## config.mk

```make
export PLATFORM = sky130hd
export DESIGN_NAME = uart_tx_frame_engine
export DESIGN_NICKNAME = d
export VERILOG_FILES = /design/src/rtl/uart_tx_frame_engine.sv
export SDC_FILE = /design/constraint.sdc
export NUM_CORES = 1
export LEC_CHECK = 0
export ABC_AREA = 1
export BUFFER_PORTS_ARGS = -buffer_cell sky130_fd_sc_hd__buf_2
export CORE_MARGIN = 2
export CORE_UTILIZATION = 50
export CTS_CLUSTER_SIZE = 10
export DETAILED_ROUTE_END_ITERATION = 12
export PLACE_DENSITY = 0.73
export SLEW_MARGIN = 20
export SYNTH_ARGS = -nofsm -noshare
export SYNTH_HDL_FRONTEND = slang
export SYNTH_SLANG_ARGS = --single-unit
```

## constraint.sdc

```tcl
create_clock -name i_clock -period 2.72 [get_ports i_clock]
set_input_delay 0.544 -clock i_clock [delete_from_list [all_inputs] [get_ports i_clock]]
set_output_delay 0.544 -clock i_clock [all_outputs]
set_load 0.02 [all_outputs]
```

## src/rtl/uart_tx_frame_engine.sv

```systemverilog
// Multi-byte UART transmitter: sends bytes N-1 down to 0 of a latched block,
// with optional parity, 1-2 stop bits, inter-byte idle gap and abort.
module uart_tx_frame_engine #(
  parameter int CLOCKS_PER_BIT = 10,
  parameter int MAX_BYTES      = 14,
  parameter int PARITY         = 0,
  parameter int STOP_BITS      = 1,
  parameter int GAP_BITS       = 0,
  localparam int LEN_W         = $clog2(MAX_BYTES + 1)
) (
  input  logic                   i_clock,
  input  logic                   i_reset,
  input  logic                   i_txBegin,
  input  logic [MAX_BYTES*8-1:0] i_txData,
  input  logic [LEN_W-1:0]       i_txDataLength,
  input  logic                   i_abort,
  output logic                   o_txBusy,
  output logic                   o_txSerial,
  output logic                   o_txDone,
  output logic                   o_txAborted
);

  localparam int BC_W   = (CLOCKS_PER_BIT > 2) ? $clog2(CLOCKS_PER_BIT) : 1;
  localparam int SC_MAX = (STOP_BITS > GAP_BITS) ? STOP_BITS : GAP_BITS;
  localparam int SC_W   = $clog2(SC_MAX + 1);

  typedef enum logic [2:0] {
    S_IDLE, S_START, S_DATA, S_PARITY, S_STOP, S_GAP
  } state_t;

  state_t                 state, stateNext;
  logic [BC_W-1:0]        bitCnt, bitCntNext;
  logic [2:0]             bitIdx, bitIdxNext;
  logic [SC_W-1:0]        stopCnt, stopCntNext;
  logic [LEN_W-1:0]       byteCnt, byteCntNext;
  logic [MAX_BYTES*8-1:0] dataReg;
  logic                   dataLoad;
  logic                   txSerial, serialNext;
  logic                   txBusy, busyNext;
  logic                   txDone, doneNext;
  logic                   txAborted, abortedNext;
  logic [LEN_W-1:0]       lenClamp;
  logic [7:0]             curByte;
  logic                   parityBit;
  logic                   bitEnd;

  assign lenClamp  = (i_txDataLength > LEN_W'(MAX_BYTES)) ? LEN_W'(MAX_BYTES) : i_txDataLength;
  assign parityBit = (PARITY == 1) ? ~(^curByte) : ^curByte;
  assign bitEnd    = (bitCnt == BC_W'(CLOCKS_PER_BIT - 1));

  // Byte in flight is byteCnt-1; byteCnt counts bytes still to finish.
  always_comb begin
    curByte = '0;
    for (int k = 0; k < MAX_BYTES; k++)
      if (LEN_W'(k + 1) == byteCnt) curByte = dataReg[8*k +: 8];
  end

  always_comb begin
    stateNext   = state;
    bitCntNext  = bitCnt;
    bitIdxNext  = bitIdx;
    stopCntNext = stopCnt;
    byteCntNext = byteCnt;
    serialNext  = txSerial;
    busyNext    = txBusy;
    doneNext    = 1'b0;
    abortedNext = 1'b0;
    dataLoad    = 1'b0;

    if (state == S_IDLE) begin
      serialNext = 1'b1;
      busyNext   = 1'b0;
      if (i_txBegin) begin
        if (lenClamp == '0) begin
          doneNext = 1'b1;
        end else begin
          stateNext   = S_START;
          serialNext  = 1'b0;
          busyNext    = 1'b1;
          bitCntNext  = '0;
          byteCntNext = lenClamp;
          dataLoad    = 1'b1;
        end
      end
    end else if (i_abort) begin
      // Abort wins over everything, including a natural finish this cycle.
      stateNext   = S_IDLE;
      serialNext  = 1'b1;
      busyNext    = 1'b0;
      abortedNext = 1'b1;
      bitCntNext  = '0;
      bitIdxNext  = '0;
      stopCntNext = '0;
      byteCntNext = '0;
    end else if (!bitEnd) begin
      bitCntNext = bitCnt + BC_W'(1);
    end else begin
      bitCntNext = '0;
      unique case (state)
        S_START: begin
          stateNext  = S_DATA;
          bitIdxNext = '0;
          serialNext = curByte[0];
        end
        S_DATA: begin
          if (bitIdx == 3'd7) begin
            if (PARITY != 0) begin
              stateNext  = S_PARITY;
              serialNext = parityBit;
            end else begin
              stateNext   = S_STOP;
              stopCntNext = '0;
              serialNext  = 1'b1;
            end
          end else begin
            bitIdxNext = bitIdx + 3'd1;
            serialNext = curByte[bitIdx + 3'd1];
          end
        end
        S_PARITY: begin
          stateNext   = S_STOP;
          stopCntNext = '0;
          serialNext  = 1'b1;
        end
        S_STOP: begin
          if (stopCnt == SC_W'(STOP_BITS - 1)) begin
            if (byteCnt != '0) byteCntNext = byteCnt - LEN_W'(1);
            stopCntNext = '0;
            if (byteCnt > LEN_W'(1)) begin
              if (GAP_BITS > 0) begin
                stateNext  = S_GAP;
                serialNext = 1'b1;
              end else begin
                stateNext  = S_START;
                serialNext = 1'b0;
              end
            end else begin
              stateNext  = S_IDLE;
              serialNext = 1'b1;
              busyNext   = 1'b0;
              doneNext   = 1'b1;
            end
          end else begin
            stopCntNext = stopCnt + SC_W'(1);
          end
        end
        S_GAP: begin
          if (stopCnt == SC_W'(GAP_BITS - 1)) begin
            stateNext   = S_START;
            stopCntNext = '0;
            serialNext  = 1'b0;
          end else begin
            stopCntNext = stopCnt + SC_W'(1);
          end
        end
        default: stateNext = S_IDLE;
      endcase
    end
  end

  always_ff @(posedge i_clock) begin
    if (i_reset) begin
      state     <= S_IDLE;
      bitCnt    <= '0;
      bitIdx    <= '0;
      stopCnt   <= '0;
      byteCnt   <= '0;
      dataReg   <= '0;
      txSerial  <= 1'b1;
      txBusy    <= 1'b0;
      txDone    <= 1'b0;
      txAborted <= 1'b0;
    end else begin
      state     <= stateNext;
      bitCnt    <= bitCntNext;
      bitIdx    <= bitIdxNext;
      stopCnt   <= stopCntNext;
      byteCnt   <= byteCntNext;
      txSerial  <= serialNext;
      txBusy    <= busyNext;
      txDone    <= doneNext;
      txAborted <= abortedNext;
      if (dataLoad) dataReg <= i_txData;
    end
  end

  assign o_txBusy    = txBusy;
  assign o_txSerial  = txSerial;
  assign o_txDone    = txDone;
  assign o_txAborted = txAborted;

endmodule

```

### After elaboration in Yosys (flattened, before gate mapping)

Cells that the tools add are included.

| storage, ports and cells | value |
|---|---|
| bits in registers | 131 |
| input bits | 120 |
| output and inout bits | 4 |
| logic and storage cells | 142 |

| operators by class | value |
|---|---|
| add/sub/neg operators | 4 |
| order comparisons | 3 |
| equal/unequal tests | 30 |
| reduce and logical (&&, ||, !) cells | 18 |
| muxes and demuxes | 76 |
| bitwise gates (word level) | 1 |

Operators by type and width:

| operator | count |
|---|---|
| $mux W8 | 14 |
| $mux W4 | 14 |
| $mux W3 | 11 |
| $mux W1 | 32 |
| $eq A4 B4 Y1 const A | 7 |
| $eq A3 B4 Y1 const A | 4 |
| $reduce_and A4 Y1 | 4 |
| $pmux W3 S5 | 1 |
| $ne A4 B4 Y1 const B | 3 |
| $reduce_and A6 Y1 | 2 |
| $reduce_bool A3 Y1 | 4 |
| $eq A3 B3 Y1 const B | 3 |
| $ne A3 B3 Y1 const B | 3 |
| $eq A2 B4 Y1 const A | 2 |
| $reduce_bool A7 Y1 | 1 |
| $eq A3 B2 Y1 const B | 2 |
| $pmux W3 S2 | 1 |
| $pmux W1 S5 | 1 |
| $reduce_bool A5 Y1 | 1 |
| $add A4 B1 Y4 const B | 1 |
| $eq A1 B4 Y1 const A | 1 |
| $eq A4 B4 Y1 const B | 1 |
| $gt A4 B1 Y1 const B | 1 |
| $gt A4 B4 Y1 const B | 1 |
| 16 further kinds | 17 |

### Depth between registers and ports, before layout

Gate-level depths: netlist (run 1).

| logic depth | value |
|---|---|
| depth in word-level cells | 22 |
| gate-level depth with buffers | 28 |
| mapped depth without buffers | 28 |

### Least setup slack after synthesis (run 1)

OpenSTA, ideal clock, no wires.

| timing | value |
|---|---|
| path kind | register to register |
| from | register byteCnt[0] |
| to | register txSerial, in the netlist o_txSerial |
| setup slack | 306 ps |
| setup time | 59 ps |
| cell stages (with the launch flop) | 29 |
| buffers on the path | 1 |
| required time | 2,661 ps |
| arrival | 2,355 ps |
| period minus slack after synthesis | 2,414 ps |
| path through | dfxtp_1 > inv_1 > ha_1 > inv_1 > clkbuf_1 > nand4_1 > nand2_1 > nand2_1 > nand3_1 > nand2_1 > nand2_1 > nand2_1 > nand3_1 > nand2_1 > nand3_1 > nand3_1 > nand3_1 > nand2_1 > nand2_1 > nand2_1 > nand3_1 > nand3_1 > nand3_1 > nand2_1 > nand2_1 > nand2_1 > nand2_1 > nand2_1 > nand2_1 |

| on the way | value |
|---|---|
| word-level cells in the longest chain between the ends | 22 |
| elaborated cells on any way between the ends | 38 |
| those cells by class | order compare: 1; eq/ne: 14; mux: 23 |

RTL lines:

| item | RTL line | source |
|---|---|---|
| start: declaration | 35 | `logic [LEN_W-1:0] byteCnt, byteCntNext;` |
| start signal: assignment | 178 | `byteCnt <= byteCntNext;` |
| $eq A1 B4 Y1 | 55 | `if (LEN_W'(k + 1) == byteCnt) curByte = dataReg[8*k +: 8];` |
| $mux W8 (14 in a row) | 55 |  |
| $bmux W1 S3 | 117 | `serialNext = curByte[bitIdx + 3'd1];` |
| $mux W1 (not written as such) | 117 |  |
| $mux W1 | 106 | `if (bitIdx == 3'd7) begin` |
| $pmux W1 S5 (*) | 99 | `unique case (state)` |
| $mux W1 (*) | 95 | `end else if (!bitEnd) begin` |
| $mux W1 (*) | 85 | `end else if (i_abort) begin` |
| $mux W1 (*) | 70 | `if (state == S_IDLE) begin` |
| end signal: assignment | 179 | `txSerial <= serialNext;` |
| end: declaration | 38 | `logic txSerial, serialNext;` |

Every way passes the cells marked *; elsewhere a longest branch is shown, timed or not. The select of a mux whose other input is x is not followed.
A chain may end at the register's enable or synchronous reset.

### Worst setup path in the final report (run 1)

Ends and elaborated chain as after synthesis.

==> results of run 1 <==
cells in the mapped netlist (2+ instances only):
cell type	count
a211oi_1	6
nor2_2	8
nor2_1	249
clkbuf_1	39
or2_2	2
nand4_1	10
nand2_1	178
inv_2	7
inv_1	57
xor2_1	2
nand3b_1	2
o21ai_0	121
buf_2	2
o22ai_1	2
dfxtp_1	131
clkinv_1	2
or2_0	3
a31oi_1	2
ha_1	11
o311ai_0	2
nand3_1	46
a21oi_1	40
nor3_1	7
power breakdown:
group          total (mW)  internal [mW]  switching (mW)  leakage [nW]
Clock                2.20           1.38           0.817         0.263
Combinational        2.51          0.910            1.60          2.38
Sequential           2.97           2.55           0.420          1.08
sequential cells by signal, summed over array words and instances (netlist names):
signal and flops:
o_txAborted 1, o_txDone 1, o_txBusy 1, bitCnt 4, stopCnt 1, state 3, dataReg 112, o_txSerial 1
bitIdx 3, byteCnt 4
cell families after synthesis:
group	share of synthesized area [%]
fa+ha+maj	2.20
compound gates	15.3
simple gates	33.5
flops	42.0
buf+inv	6.77
xor+xnor	0.280
how the worst max path moves through the flow:
stage | start | end | slack, ns | depth (start not counted)
after floorplan | byteCnt[0]$_SDFFE_PP0P_ | o_txSerial$_SDFFE_PP1P_ | 0.31 | 28
after global placement | byteCnt[0]$_SDFFE_PP0P_ | o_txSerial$_SDFFE_PP1P_ | 0.14 | 27
after detailed placement | byteCnt[0]$_SDFFE_PP0P_ | o_txSerial$_SDFFE_PP1P_ | 0.09 | 27
after CTS | byteCnt[0]$_SDFFE_PP0P_ | o_txSerial$_SDFFE_PP1P_ | 0.04 | 27
after global routing | byteCnt[0]$_SDFFE_PP0P_ | o_txSerial$_SDFFE_PP1P_ | -0.005 | 28
final | byteCnt[0]$_SDFFE_PP0P_ | o_txSerial$_SDFFE_PP1P_ | 0.25 | 28
routing by layer:
layer / global-route usage, % / vias to the layer above / wire [um]
li1: - / 3291 / -
met1: 35.6 / 2820 / 7860
met2: 40.2 / 201 / 7480
met3: 6.59 / 20 / 960
met4: 7.14 / 0 / 201
met5: 0 / - / 0
tightest hold or removal path, cell delays in order:
cell and delay, ns:
buf_2 0.08, nor2_1 0.03, nor2_1 0.08
layout by cell type, fill, tap and decap left out, types with 2 or more instances in the layout:
cell,instances
nand3_1,33
clkbuf_8,2
clkinv_2,3
inv_1,53
nor3_1,7
clkbuf_1,2
inv_2,8
a31oi_1,2
bufinv_16,2
nand3b_1,2
buf_12,3
o21ai_0,121
clkinvlp_4,5
ha_1,8
nor2_4,4
dfxtp_1,127
o311ai_0,2
clkbuf_16,17
nor2_2,7
nand2_2,8
buf_6,2
a21oi_1,40
nand3_2,13
a211oi_1,6
xor2_1,2
or2_2,2
nand2_1,171
ha_4,3
buf_4,17
dfxtp_4,2
inv_4,4
o22ai_1,2
nor2_1,247
nand4_1,10
or2_0,3
buf_2,123
dfxtp_2,2
layout make-up:
class | instances | share of cell area [%]
multi-input combinational | 705 | 42.7
sequential | 131 | 33.6
timing repair buffer | 145 | 10.5
clock buffer | 21 | 5.87
inverter | 66 | 3.30
tap | 168 | 2.68
clock inverter | 9 | 1.37
repair_timing:
action / CTS / global route
setup endpoints to repair: 0 / 1
buffers inserted: 0 / 1
endpoints found under the hold margin: 0 / 0
resized for setup: 0 / 45
==> impl_metrics.py, run 1 <==
metrics = {
    "finish": {
        "regArea_um2": 2630,
        "nets": 1197,
        "multiInputGateArea_um2": 3340,
        "fin_util_pct": 64.7,
        "layoutNonFillerInstCount": 1245,
        "final_area_um2": 7840,
        "layout-drive-gt1-share_pct": 21.4,
        "diodes": 0,
        "area_growth_pct": 25.4,
        "n_fill_cell": 1162,
    },
    "grt": {
        "antenna_found_initial": 0,
        "grt_pass1_wl_um": 27300,
        "grtUsageTotal_pct": 25.8,
        "grt-ovfl-total": 0,
        "grt_start_max_net_pins": 81,
        "grt_pass1_vias": 5846,
    },
    "timing": {
        "min_period_ns": 2.47,
        "slew_headroom_pct": 50.9,
        "fin_ws_ns": 0.249,
        "timing.setup.tns_ns": 0,
        "drv_slew": 0,
        "fin_crit_sh_pct": 90.9,
        "finalHoldViolCount": 0,
        "hold_ws_ns": 0.349,
        "fmax_mhz": 405,
        "finClkSkew_ns": 0.00603,
        "setup_viol": 0,
        "tightest_slew_ns": 0.734,
    },
    "floorplanning": {
        "rows": 40,
        "fp.dieW_um": 116,
        "die_y_um": 116,
        "coreArea_um2": 12100,
        "initial_core_util_pct": 51.6,
        "die_area_um2": 13400,
        "io_pins": 124,
    },
    "drt": {
        "wirelength_um": 16500,
        "firstDrtPassIters": 5,
        "vias_per_cell": 5.09,
        "drc": 0,
        "dr_total_vias": 6332,
        "drtIter0Drc": 464,
        "drtAntennaViolNets": 0,
        "wl_per_cell_um": 13.3,
    },
    "worst_hold_path": {
        "holdPathStages": 3,
        "min_from": "i_txData[108]",
        "hold_path.class": "in2reg",
        "min_to": "dataReg[108]$_SDFFE_PP0P_",
    },
    "setup_path": {
        "crit_family": "simple AND/OR/NAND/NOR gates",
        "r2r_start": "byteCnt[0]$_SDFFE_PP0P_",
        "critical_path_class": "reg2reg",
        "crit_fanout": 6,
        "critPathBufInv": 3,
        "required_ns": 3.03,
        "worst_setup_path_start_kind": "flop",
        "r2r_slack_ns": 0.25,
        "cp_slowest_cell": "dfxtp_4",
        "arrival_ns": 2.78,
        "rr_worst_depth": 28,
        "critPathCaptureType": "flop",
        "crit_top_cell": "nand2_1",
        "max_stage_delay_ns": 0.37,
        "reg2reg_to": "o_txSerial$_SDFFE_PP1P_",
    },
    "cts": {
        "clockRootBuffer": "clkbuf_16",
        "cts_tree": "built",
        "cts.path.max_buffers": 2,
        "cts_buffers": 17,
        "numClockSinks": 131,
        "clk_pin_slew_ns": 0.06,
        "insertion_delay_ns": 0.42,
        "htreeDepth": 4,
        "cts_hold_buf": 0,
    },
    "logic_synthesis": {
        "ys_async_sr_fraction_pct": 0,
        "synth.top_cell.area_share_pct": 42.0,
        "synthCells": 945,
        "synth_area_leaders": "dfxtp_1, nor2_1, nand2_1, o21ai_0, nand3_1",
        "synth_nets": 1076,
        "ys_types": 39,
        "avgSynthCellArea_um2": 6.61,
        "ys.flop_type": "dfxtp_1",
        "synth-edff-count": 0,
        "ys_seq_area_share_pct": 42.0,
        "netlist_area_um2": 6250,
        "synth.yosys.warnings": 0,
        "yosys.area.top_type": "dfxtp_1",
        "yosys_register_bits": 131,
    },
    "placed_design": {
        "dp.cells": 1214,
        "hpwl_um": 11400,
        "numPortBuffers": 123,
        "dpl_cell_area_um2": 7100,
        "gp_congestion": 0.850,
        "preCtsSetupSlack_ns": 0.0866,
    },
    "power": {
        "total_power_mw": 7.68,
        "p_per_area_nw_per_um2": 980,
        "p_leak_nw": 3.72,
        "ir_drop_mv": 0.538,
    },
    "run_status": {
        "status": "finished clean",
    },
    "flow_run": {
        "maxCapViolCount": 0,
    },
}
No activity file was read; power rests on OpenSTA's default activity.
==> run 2, diff against run 1 <==
CORE_MARGIN = 10   (was 2)
==> run 2 against run 1 <==
Net effect:
- critical path type unchanged
- sequential share of layout area down 0.22 points
- final cell count grew 0.48%
- largest cell class unchanged
- maximum frequency fell by 2.7%
- total power is 1.8% higher
- final area is 0.61% higher
==> impl_metrics.py, run 2 (synthesis results as in run 1) <==
metrics = {
    "power": {
        "ir_drop_mv": 0.497,
        "p_leak_nw": 3.77,
        "p_per_area_nw_per_um2": 992,
    },
    "floorplanning": {
        "die_area_um2": 17400,
        "fp.dieW_um": 132,
        "die_y_um": 132,
        "io_pins": 124,
        "initial_core_util_pct": 51.6,
        "coreArea_um2": 12100,
        "rows": 40,
    },
    "finish": {
        "layout-drive-gt1-share_pct": 21.1,
        "fin_util_pct": 65.1,
        "layoutNonFillerInstCount": 1251,
        "layout_commonest_cell": "nor2_1",
        "final_cell_mix": "nor2_1, nand2_1, dfxtp_1",
        "diodes": 0,
        "largest_register": "dataReg",
        "n_fill_cell": 1155,
        "largest_reg_flops": 112,
        "reg.largest.list": "dataReg: 112 flops, bitCnt: 4 flops, byteCnt: 4 flops",
        "nets": 1201,
        "area_growth_pct": 26.2,
    },
    "setup_path": {
        "crit_path_end": "o_txSerial$_SDFFE_PP1P_",
        "crit_family": "simple AND/OR/NAND/NOR gates",
        "worst_setup_path_start_kind": "flop",
        "required_ns": 3.09,
        "crit_fanout": 8,
        "critPathBufInv": 3,
        "arrival_ns": 2.91,
        "cp_slowest_cell": "dfxtp_4",
        "rr_worst_depth": 27,
        "critPathLaunch": "byteCnt[0]$_SDFFE_PP0P_",
        "crit_top_cell": "nand2_1",
        "reg2reg_to": "o_txSerial$_SDFFE_PP1P_",
        "crit_cells": 27,
        "r2r_start": "byteCnt[0]$_SDFFE_PP0P_",
        "max_stage_delay_ns": 0.37,
        "critical_path_class": "reg2reg",
        "r2r_slack_ns": 0.18,
        "critPathCaptureType": "flop",
    },
    "drt": {
        "dr_total_vias": 6318,
        "vias_per_cell": 5.05,
        "drc": 0,
        "firstDrtPassIters": 5,
        "drtIter0Drc": 605,
        "drtAntennaViolNets": 0,
        "wl_per_cell_um": 13.8,
        "wirelength_um": 17300,
    },
    "grt": {
        "grt_start_max_net_pins": 80,
        "grt_pass1_wl_um": 28900,
        "antenna_found_initial": 0,
        "grt_pass1_vias": 6080,
        "grt-ovfl-total": 0,
        "grtUsageTotal_pct": 19.6,
    },
    "timing": {
        "tightest_slew_ns": 0.576,
        "min_period_ns": 2.54,
        "drv_slew": 0,
        "slew_headroom_pct": 61.6,
        "fmax_mhz": 394,
        "fin_crit_sh_pct": 93.4,
        "finalHoldViolCount": 0,
        "finClkSkew_ns": 0.00650,
        "setup_viol": 0,
    },
    "placed_design": {
        "dp.cells": 1212,
        "numPortBuffers": 123,
        "hpwl_um": 12100,
        "gp_congestion": 0.849,
    },
    "cts": {
        "clk_pin_slew_ns": 0.06,
        "insertion_delay_ns": 0.43,
        "htreeDepth": 4,
        "cts.path.max_buffers": 2,
        "cts_buffers": 17,
        "cts_tree": "built",
        "clockRootBuffer": "clkbuf_16",
        "numClockSinks": 131,
    },
    "run_status": {
        "status": "finished clean",
    },
    "worst_hold_path": {
        "hold_path.class": "in2reg",
    },
    "flow_run": {
        "maxCapViolCount": 0,
    },
}
-- run 2: area by class of cell --
| cell class | instances | area (um^2) | area share, % |
|---|---|---|---|
| Multi-Input combinational cell | 705 | 3320 | 42.1 |
| Clock buffer | 20 | 467 | 5.92 |
| Inverter | 66 | 262 | 3.32 |
| Sequential cell | 131 | 2630 | 33.4 |
| Timing Repair Buffer | 149 | 843 | 10.7 |
| Tap cell | 168 | 210 | 2.66 |
| Clock inverter | 12 | 155 | 1.97 |
-- run 2: how the worst min path moves through the flow --
stage | startpoint | end | slack [ns] | cells past startpoint
after floorplan | dataReg[76]$_SDFFE_PP0P_ | dataReg[76]$_SDFFE_PP0P_ | 0.43 | 2
after global placement | dataReg[72]$_SDFFE_PP0P_ | dataReg[72]$_SDFFE_PP0P_ | 0.44 | 2
after detailed placement | dataReg[84]$_SDFFE_PP0P_ | dataReg[84]$_SDFFE_PP0P_ | 0.45 | 2
after CTS | i_txData[43] | dataReg[43]$_SDFFE_PP0P_ | 0.33 | 3
after global routing | i_txData[53] | dataReg[53]$_SDFFE_PP0P_ | 0.35 | 3
final | i_txData[105] | dataReg[105]$_SDFFE_PP0P_ | 0.34 | 3
-- run 2: timing repair --
item,4_1_cts,5_1_grt
setup endpoints to repair,1,1
resized for setup,1,37
buffers inserted,0,7
hold buffers,0,0
gates cloned,0,0
pin swaps,0,8
-- run 2: worst reg2reg max path: stages, from the launching register on --
cell and delay [ns]:
dfxtp_4 0.37, inv_4 0.07, buf_6 0.11, ha_2 0.18, inv_2 0.07, nor2_4 0.18, nand2_1 0.11, nand3_2 0.09
nand2_1 0.06, nand2_1 0.08, nand2_1 0.06, nand3_1 0.07, nand2_1 0.06, nand3_1 0.07, nand3_1 0.09, nand3_1 0.09
nand2_1 0.05, nand2_1 0.08, nand2_1 0.05, nand3_1 0.08, nand3_1 0.09, nand3_2 0.07, nand2_1 0.05, nand2_1 0.06
nand2_1 0.05, nand2_1 0.05, nand2_1 0.05, nand2_1 0.04
-- run 2: routing by layer --
metal / track usage, % / part of all wire (%) / vias to the layer above
met4: 6.80 / 1.4 / 0
met1: 26.2 / 48 / 2817
met5: 0 / 0 / -
li1: - / - / 3299
met3: 5.07 / 5.6 / 25
met2: 29.8 / 45 / 177
-- run 2: through the flow --
stage	setup slack [ns]	hold slack, ns	cell area (um^2)	power [mW]	setup TNS, ns
2_1_floorplan	0.306	0.430	6250	4.50	0
3_3_place_gp	0.0363	0.440	7080	5.21	0
3_5_place_dp	-0.0164	0.446	7080	5.25	-0.0164
4_1_cts	0.00333	0.330	7700	7.65	0
5_1_grt	-0.0587	0.346	7890	8.38	-0.0587
6_report	0.179	0.337	7890	7.82	0
-- run 2: where the power goes --
group	internal, mW	switching, mW	total (mW)	leakage, nW
clock network	1.51	0.861	2.37	0.302
registers	2.55	0.391	2.94	1.08
logic	0.904	1.61	2.51	2.39
total	4.97	2.86	7.82	3.77
